==> config.mk <==
export PLATFORM = sky130hd
export DESIGN_NAME = interrupt_unit
export DESIGN_NICKNAME = d
export VERILOG_FILES = /design/src/rtl/interrupt_unit.sv
export SDC_FILE = /design/constraint.sdc
export NUM_CORES = 1
export LEC_CHECK = 0
export ABC_CLOCK_PERIOD_IN_PS = 3600
export CORE_MARGIN = 4
export CORE_UTILIZATION = 38
export DETAILED_ROUTE_END_ITERATION = 8
export HOLD_SLACK_MARGIN = 0.03
export PLACE_DENSITY = 0.66
export RECOVER_POWER = 100
export SLEW_MARGIN = 20
export SYNTH_ARGS = -nofsm -noshare
export SYNTH_HDL_FRONTEND = slang
export SYNTH_SLANG_ARGS = --single-unit
==> constraint.sdc <==
create_clock -name clk -period 3.6 [get_ports clk]
set_input_delay 0.54 -clock clk [delete_from_list [all_inputs] [get_ports clk]]
set_output_delay 0.54 -clock clk [all_outputs]
set_load 0.01 [all_outputs]
==> src/rtl/interrupt_unit.sv <==
// -----------------------------------------------------------------------------
// interrupt_unit
//
// Interrupt front end for the multicycle controller. Peripheral request lines
// and a non-maskable source are synchronised, latched as pending events,
// masked, prioritised (line 0 highest) and presented to the controller as
// registered INT / NMI / INTD. The controller's acknowledge selects which
// source is taken; the serviced line index is held on `vector` until software
// issues an end-of-interrupt.
//
// Build option:
//   INTC_LEVEL_IRQ_EN  undefined (default): a request line is edge-triggered,
//                      and a line held high produces a single request.
//                      defined: pending tracks the synchronised line level
//                      every cycle and is not cleared by an acknowledge, so
//                      a line still high after eoi requests again.
//                      The NMI path is edge-triggered in both builds.
//
// Ports:
//   clk, rst_n      clock (rising edge), asynchronous active-low reset
//   irq_in          maskable request lines, asynchronous, active high
//   nmi_in          non-maskable request, asynchronous, active high
//   mask_we         load mask register from mask_wdata (1 = line masked)
//   ien_set/ien_clr set / clear global enable (clear wins)
//   ack             controller isInterrupted level; its 0->1 edge is used
//   ack_ina         sampled with the ack edge: 1 = maskable, 0 = NMI taken
//   eoi             single-cycle end-of-interrupt pulse
//   INT, NMI, INTD  registered requests / interrupts-disabled to controller
//   vector          index of the maskable line being serviced
//   pending         latched pending request bits
//   in_service      any interrupt currently in service
//   fsm_state       current service state (IDLE=0, SERV_INT=1,
//                   SERV_NMI=2, SERV_NMI_NEST=3)
//
// Handshake: INT and NMI are requests that stay asserted while their source
// is pending and serviceable. The controller accepts a request with the
// rising edge of ack; ack_ina, sampled at that same edge, names the accepted
// source. An accepted request drops, and INTD rises, at the edge that
// registers the acceptance. An ack edge naming a source with nothing pending
// is ignored.
// -----------------------------------------------------------------------------
module interrupt_unit #(
  parameter int NUM_IRQ = 8,
  parameter int VEC_W   = 3
) (
  input  logic               clk,
  input  logic               rst_n,
  input  logic [NUM_IRQ-1:0] irq_in,
  input  logic               nmi_in,
  input  logic               mask_we,
  input  logic [NUM_IRQ-1:0] mask_wdata,
  input  logic               ien_set,
  input  logic               ien_clr,
  input  logic               ack,
  input  logic               ack_ina,
  input  logic               eoi,
  output logic               INT,
  output logic               NMI,
  output logic               INTD,
  output logic [VEC_W-1:0]   vector,
  output logic [NUM_IRQ-1:0] pending,
  output logic               in_service,
  output logic [1:0]         fsm_state
);

  typedef enum logic [1:0] {
    IDLE          = 2'd0,
    SERV_INT      = 2'd1,
    SERV_NMI      = 2'd2,
    SERV_NMI_NEST = 2'd3
  } state_t;

  state_t state, state_nxt;

  logic [NUM_IRQ-1:0] irq_s1, irq_s2;
  logic               nmi_s1, nmi_s2, nmi_s2_d;
  logic [NUM_IRQ-1:0] mask;
  logic               ien;
  logic               ack_q;
  logic               nmi_pend;

  logic [NUM_IRQ-1:0] cand;
  logic [NUM_IRQ-1:0] pending_nxt;
  logic [VEC_W-1:0]   winner;
  logic               found;
  logic               ack_edge;
  logic               take_int;
  logic               take_nmi;
  logic               nmi_rise;
  logic               ien_nxt;

  assign cand     = pending & ~mask;
  assign ack_edge = ack & ~ack_q;
  assign nmi_rise = nmi_s2 & ~nmi_s2_d;
  assign ien_nxt  = ien_clr ? 1'b0 : (ien_set ? 1'b1 : ien);

  assign in_service = (state != IDLE);
  assign fsm_state  = state;

  // Lowest set index of cand wins.
  always_comb begin
    winner = '0;
    found  = 1'b0;
    for (int i = 0; i < NUM_IRQ; i++) begin
      if (cand[i] && !found) begin
        winner = VEC_W'(i);
        found  = 1'b1;
      end
    end
  end

  // Next-state logic. An NMI acknowledge during maskable service takes
  // precedence over an eoi arriving in the same cycle.
  always_comb begin
    state_nxt = state;
    take_int  = 1'b0;
    take_nmi  = 1'b0;
    case (state)
      IDLE: begin
        if (ack_edge && ack_ina && found) begin
          take_int  = 1'b1;
          state_nxt = SERV_INT;
        end else if (ack_edge && !ack_ina && nmi_pend) begin
          take_nmi  = 1'b1;
          state_nxt = SERV_NMI;
        end
      end
      SERV_INT: begin
        if (ack_edge && !ack_ina && nmi_pend) begin
          take_nmi  = 1'b1;
          state_nxt = SERV_NMI_NEST;
        end else if (eoi) begin
          state_nxt = IDLE;
        end
      end
      SERV_NMI: begin
        if (eoi) state_nxt = IDLE;
      end
      SERV_NMI_NEST: begin
        // Return to the interrupted maskable handler; vector is untouched.
        if (eoi) state_nxt = SERV_INT;
      end
      default: state_nxt = IDLE;
    endcase
  end

`ifdef INTC_LEVEL_IRQ_EN
  // Level mode: pending mirrors the synchronised lines; acknowledge does not
  // clear it, the state machine alone keeps INT quiet during service.
  assign pending_nxt = irq_s2;
`else
  logic [NUM_IRQ-1:0] irq_s2_d;
  logic [NUM_IRQ-1:0] irq_rise;
  logic [NUM_IRQ-1:0] clr_vec;

  assign irq_rise = irq_s2 & ~irq_s2_d;

  always_comb begin
    clr_vec = '0;
    for (int i = 0; i < NUM_IRQ; i++) begin
      clr_vec[i] = take_int && (winner == VEC_W'(i));
    end
  end

  // Clear first, then set: a new rise in the acknowledge cycle is kept.
  assign pending_nxt = (pending & ~clr_vec) | irq_rise;

  always_ff @(posedge clk or negedge rst_n) begin
    if (!rst_n) irq_s2_d <= '0;
    else        irq_s2_d <= irq_s2;
  end
`endif

  always_ff @(posedge clk or negedge rst_n) begin
    if (!rst_n) state <= IDLE;
    else        state <= state_nxt;
  end

  always_ff @(posedge clk or negedge rst_n) begin
    if (!rst_n) begin
      irq_s1   <= '0;
      irq_s2   <= '0;
      nmi_s1   <= 1'b0;
      nmi_s2   <= 1'b0;
      nmi_s2_d <= 1'b0;
      mask     <= '1;
      ien      <= 1'b0;
      ack_q    <= 1'b0;
      nmi_pend <= 1'b0;
      pending  <= '0;
      vector   <= '0;
      INT      <= 1'b0;
      NMI      <= 1'b0;
      INTD     <= 1'b1;
    end else begin
      irq_s1   <= irq_in;
      irq_s2   <= irq_s1;
      nmi_s1   <= nmi_in;
      nmi_s2   <= nmi_s1;
      nmi_s2_d <= nmi_s2;
      ack_q    <= ack;
      ien      <= ien_nxt;
      if (mask_we) mask <= mask_wdata;
      pending  <= pending_nxt;
      nmi_pend <= (nmi_pend & ~take_nmi) | nmi_rise;
      if (take_int) vector <= winner;
      // Outputs are evaluated from the current state; an acceptance in this
      // cycle drops the request and raises INTD at the same edge.
      INT  <= ien & (|cand) & (state == IDLE) & ~take_int & ~take_nmi;
      NMI  <= nmi_pend & (state != SERV_NMI) & (state != SERV_NMI_NEST) & ~take_nmi;
      INTD <= ~ien | (state != IDLE) | take_int | take_nmi;
    end
  end

endmodule

==> results of run 1 <==
-- kinds of logic after synthesis --
| family | Yosys count |
|---|---|
| DFF | 54 |
| and+or+nand+nor | 44 |
| AOI/OAI and AO/OA | 30 |
| muxes | 9 |
| buffers and inverters | 9 |
-- registers in the layout, summed over array words and instances (netlist names) --
signal	cells
INT	1
INTD	1
NMI	1
ack_q	1
fsm_state	2
ien	1
irq_s1	8
irq_s2	8
irq_s2_d	8
mask	8
nmi_pend	1
nmi_s1	1
nmi_s2	1
nmi_s2_d	1
pending	8
vector	3
-- metrics by stage --
stage / util [%] / instances / worst slack, ns / power (uW)
finish: 50.6 / 265 / 1.44 / 1250
global placement: 49.1 / 257 / 1.71 / 905
detailed placement: 49.1 / 257 / 1.66 / 913
floorplan: - / 146 / 2.14 / 803
CTS: 51.3 / 265 / 1.55 / 1290
global route: 50.6 / 265 / 1.39 / 1320
-- how the worst max path moves through the flow --
stage            startpoint         end  slack, ns  depth (start not counted)
6_report       fsm_state[1]  in_service       1.44                          2
3_3_place_gp            ack  pending[2]       1.71                          5
4_1_cts        fsm_state[1]  in_service       1.55                          2
3_5_place_dp            ack  pending[2]       1.66                          5
5_1_grt        fsm_state[1]  in_service       1.39                          2
2_1_floorplan       mask[1]   vector[0]       2.14                          4
-- cells in the mapped netlist, drive strengths merged --
| cell type | count | share of area [%] |
|---|---|---|
| o221ai | 2 | 0.86 |
| nor3 | 1 | 0.24 |
| and2 | 2 | 0.61 |
| or2 | 3 | 1.2 |
| nor2 | 9 | 2.1 |
| o211ai | 3 | 1.1 |
| nand3 | 1 | 0.24 |
| a31oi | 3 | 0.92 |
| o311ai | 1 | 0.43 |
| or2b | 1 | 0.43 |
| and3 | 1 | 0.31 |
| dfstp | 9 | 12 |
| nand2 | 5 | 0.92 |
| clkbuf | 1 | 0.18 |
| nor2b | 3 | 0.92 |
| inv | 8 | 1.5 |
| a21boi | 2 | 1.5 |
| a22o | 2 | 0.86 |
| a221oi | 1 | 0.73 |
| mux2 | 9 | 5.0 |
| o211a | 1 | 0.86 |
| nand2b | 8 | 3.8 |
| a211oi | 1 | 0.37 |
| and2b | 3 | 1.3 |
| a21oi | 5 | 1.2 |
| o21ai | 9 | 2.2 |
| nand4 | 4 | 2.3 |
| and4bb | 1 | 0.61 |
| nor4b | 1 | 0.43 |
| dfrtp | 45 | 55 |
| nand3b | 1 | 0.37 |
-- layer usage --
metal  global-route usage, %  vias up
met5                       0        -
met4                    5.57        0
met3                    3.77        7
met2                    20.7       27
met1                    15.5      660
li1                        -      605
-- where the power goes --
| part | switching [uW] | internal (uW) | total (uW) |
|---|---|---|---|
| logic | 88.8 | 103 | 192 |
| clock network | 180 | 194 | 374 |
| registers | 26.0 | 660 | 686 |
| total | 294 | 958 | 1250 |
-- area by class of cell --
class | count | area (sq um) | share of cell area [%]
tap | 70 | 87.6 | 3.34
clock buffer | 8 | 110 | 4.20
inverter | 8 | 30.0 | 1.15
sequential | 54 | 1360 | 52.0
multi-input combinational | 83 | 617 | 23.6
timing repair buffer | 42 | 412 | 15.7
-- worst reg2reg max path, delay by kind of cell, from the launching register on --
kind / cells / cell delay (ns)
AOI/OAI and AO/OA: 1 / 0.36
DFF: 1 / 0.56
muxes: 1 / 0.37
and+or+nand+nor: 2 / 0.43
==> impl_metrics.ini, run 1 <==
[clock_network]
post-cts-setup-buffers = 0
cts_resized = 0
htree_levels = 2
max-clock-path-buffers = 2
cts_buffers = 5
cts_tree = built
clock-sinks = 54
clock_latency_ns = 0.30
root_buffer = clkbuf_8
clkTransAtPathRegs_ns = 0.09
ctsHoldBuffers = 0

[run_status]
outcome = complete, no violations

[place]
port_buffers = 41
place_area_sq_um = 2540
dp_hpwl_um = 2820
place.gp.congestion = 0.821

[worst_hold_path]
min_to = irq_s2[2]
min_from = irq_s1[2]
hp-class = reg -> reg
worstHoldPathCells = 0

[cells_and_area]
fill_cells = 455
final_nets = 219
antenna_cells = 0
final_layout_size_suffix_gt1_share_pct = 21.5
final_common_cell = dfrtp_1
fin_area_sq_um = 2620
syn2layout_area_growth_pct = 28.1
final_cell_mix = dfrtp_1, dlygate4sd3_1, clkdlybuf4s50_1

[detailed_routing]
wl_um = 3740
via_per_inst = 4.90
remaining_drc_errors = 0
vias = 1299
dr.pass1.iters = 4
wl_per_cell_um = 14.1
top_layer = met4
ant_nets = 0
drt-met1-wl_um = 1610
wl_met2_um = 1870
wl_met3_um = 187
drt_iter0_drc = 48

[setup_path]
path_class = reg -> out
cp_slowest_cell = dlygate4sd3_1
cp-start-kind = register
worst_path_largest_cell_delay_ns = 0.61
rrSetupSlack_ns = 1.78
rr_endpoint = vector[0]
critPathMaxFanout = 5
crit_chain = or2_4 -> dlygate4sd3_1
ff2ff_path_depth = 4
r2r-start = mask[2]
crit_buf_inv = 1
crit_required_ns = 3.06
path_delay_family = buffers and inverters
endpoint_kind = output pin
worst-endpoint-arrival_ns = 1.62

[logic_synthesis]
ys_types = 40
synth-compound-area-share_pct = 11.0
yosysSeqAreaShare_pct = 66.6
ys_ff_latch = 54
mappedNetlistArea_sq_um = 2040
avgSynthCellArea_sq_um = 14.0
synth_top_family_by_area = simple AND/OR/NAND/NOR gates
yosys.area_share.xor_xnor_pct = 0
synthSimpleGateAreaFrac_pct = 15.7
synth_fp_nets = 171
synthAdderAreaFrac_pct = 0
syn_inst = 146
synth.area.mux_share_pct = 4.96
yosys_warnings = 0

[die]
die_h_um = 81.4
dieArea_sq_um = 6620
num_rows = 26
start_util_pct = 39.5
core_sq_um = 5170
ios = 42
die_x_um = 81.4

[global_routing]
grt_usage_pct = 12.7
grt_pass1_vias = 1299
antenna_found_initial = 0
grt_pass1_wl_um = 6220
grt_max_degree = 32
grt_overflow = 0

[sta]
tightest_slew_ns = 1.24
maxSlewViolCount = 0
fmax_ghz = 0.462
skew_ns = 0.00603
hold_viol_final = 0
slew-limit-headroom_pct = 17.7
period_share_pct = 60.1
rsz0062_at_grt = no
period_minus_slack_ns = 2.16
holdWs_ns = 0.352
tns_ns = 0
final-setup-viol-count = 0

[power_and_ir_drop]
ir_worst_vdd_uv = 198
power.density_nw_per_um2 = 478
leakage_uw = 0.00108

[job]
drv_cap = 0
(Power assumes the default switching activity.)
==> run 2: changes to the inputs <==
ABC_CLOCK_PERIOD_IN_PS = 1700   (was 3600)
PLACE_DENSITY = 0.69   (was 0.66)
clock period = 1.7 ns   (was 3.6 ns; I/O delays follow)
==> run 2 against run 1 <==
Compared with the run above: setup slack worse by 1.3 ns; total power increased by 120%; critical path depth fell by 1; cell count increased by 1.1%; first-iteration DRC count up 50%; global-route usage increased by 0.059 points; count of clock-buffer cells in the layout decreased by 2; flip-flop and latch count is the same; cell area up 2.3%; via count is 4.8% lower; hold slack better by 0.00064 ns; sequential share of layout area is 1.2 points lower.
==> impl_metrics.ini, run 2 (synthesized netlist as in run 1, its figures left out) <==
[setup_path]
crit_required_ns = 1.44
rr_endpoint = vector[0]
critPathMaxFanout = 3
worst_path_largest_cell_delay_ns = 0.62
startpoint = pending[0]
r2r-start = mask[4]
cp-start-kind = register
cp_slowest_cell = dlygate4sd3_1
rrSetupSlack_ns = 0.12
crit_chain = dlygate4sd3_1
crit_buf_inv = 1
path_class = reg -> out
ff2ff_path_depth = 4
path_delay_family = buffers and inverters
worst-endpoint-arrival_ns = 1.36
endpoint_kind = output pin

[cells_and_area]
final_common_cell = dfrtp_1
final_nets = 222
final_cell_mix = dfrtp_1, dlygate4sd3_1, clkdlybuf4s50_1
antenna_cells = 0
multi_input_area_sq_um = 646
fill_cells = 451
syn2layout_area_growth_pct = 31.1
final_layout_size_suffix_gt1_share_pct = 23.7
register_area_sq_um = 1360
final_cells = 268

[detailed_routing]
wl_per_cell_um = 13.3
dr.pass1.iters = 4
vias = 1237
via_per_inst = 4.62
drt_iter0_drc = 72
remaining_drc_errors = 0
ant_nets = 0
wl_um = 3570

[clock_network]
htree_levels = 2
max-clock-path-buffers = 2
cts_buffers = 5
root_buffer = clkbuf_8
clock_latency_ns = 0.31
cts_tree = built
clock-sinks = 54
clkTransAtPathRegs_ns = 0.10
post-cts-setup-buffers = 0

[global_routing]
antenna_found_initial = 0
grt_pass1_vias = 1292
grt_usage_pct = 12.8
grt_overflow = 0
grt_pass1_wl_um = 6240
grt_max_degree = 55

[worst_hold_path]
min_from = irq_s1[7]
worstHoldPathCells = 0
hp-class = reg -> reg
min_to = irq_s2[7]

[sta]
skew_ns = 0.0114
slew-limit-headroom_pct = 53.4
hold_viol_final = 0
tightest_slew_ns = 0.699
period_share_pct = 94.8
tns_ns = 0
maxSlewViolCount = 0
rsz0062_at_grt = no
final-setup-viol-count = 0
fmax_ghz = 0.620
period_minus_slack_ns = 1.61

[power_and_ir_drop]
power_uw = 2780
power.density_nw_per_um2 = 1040
ir_worst_vdd_uv = 463
leakage_uw = 0.00112

[job]
drv_cap = 0

[die]
start_util_pct = 39.5
core_sq_um = 5170
die_x_um = 81.4
num_rows = 26
dieArea_sq_um = 6620
die_h_um = 81.4
ios = 42

[place]
port_buffers = 41
placed_cells = 259
place.gp.congestion = 0.767
dp_hpwl_um = 2590

[run_status]
outcome = complete, no violations
==> run 2: worst max-delay path by stage <==
stage | slack, ns | to | cells after the start
final | 0.09 | pending[0] | 1
after global routing | 0.02 | vector[0] | 4
after CTS | 0.08 | INTD | 1
after detailed placement | 0.02 | pending[2] | 5
after global placement | 0.09 | pending[2] | 5
after floorplan | 0.24 | vector[0] | 4
==> run 2: stage by stage <==
step | setup WS [ns] | hold slack, ns | cell area [sq um] | util [%]
2_1_floorplan | 0.239 | -0.0406 | 2040 | -
3_3_place_gp | 0.0880 | 0.268 | 2570 | 49.7
3_5_place_dp | 0.0228 | 0.270 | 2570 | 49.7
4_1_cts | 0.0834 | 0.355 | 2700 | 52.2
5_1_grt | 0.0246 | 0.361 | 2680 | 51.8
6_report | 0.0877 | 0.353 | 2680 | 51.8
==> run 2: repair_timing <==
item,CTS,global route
hold buffers,1,0
setup endpoints to repair,1,0
hold endpoints to repair,45,0
resized for setup,1,0
==> run 2: power breakdown <==
part           internal (uW)  switching [uW]  leakage [uW]
combinational            222             195      0.000455
clock                    485             423     0.0000618
sequential              1400            55.3      0.000603
==> run 2: per-layer routing <==
metal | GRT usage [%] | routed length [um] | vias to the layer above
met5 | 0 | 0 | -
met2 | 19.1 | 1680 | 23
met3 | 3.66 | 170 | 7
li1 | - | - | 617
met1 | 16.9 | 1650 | 590
met4 | 6.08 | 71 | 0
==> run 2: area by class of cell <==
cell class	instances	area share, %
Clock buffer	6	3.08
Inverter	8	1.12
Sequential cell	54	50.8
Timing Repair Buffer	45	16.2
Tap cell	70	3.27
Clock inverter	2	1.45
Multi-Input combinational cell	83	24.1
==> run 2: worst reg2reg max path, stage by stage, from the launching register on <==
cell and delay, ns:
dfstp_2 0.56, nand2b_1 0.19, nand4_2 0.15, o21ai_1 0.21, mux2_2 0.35
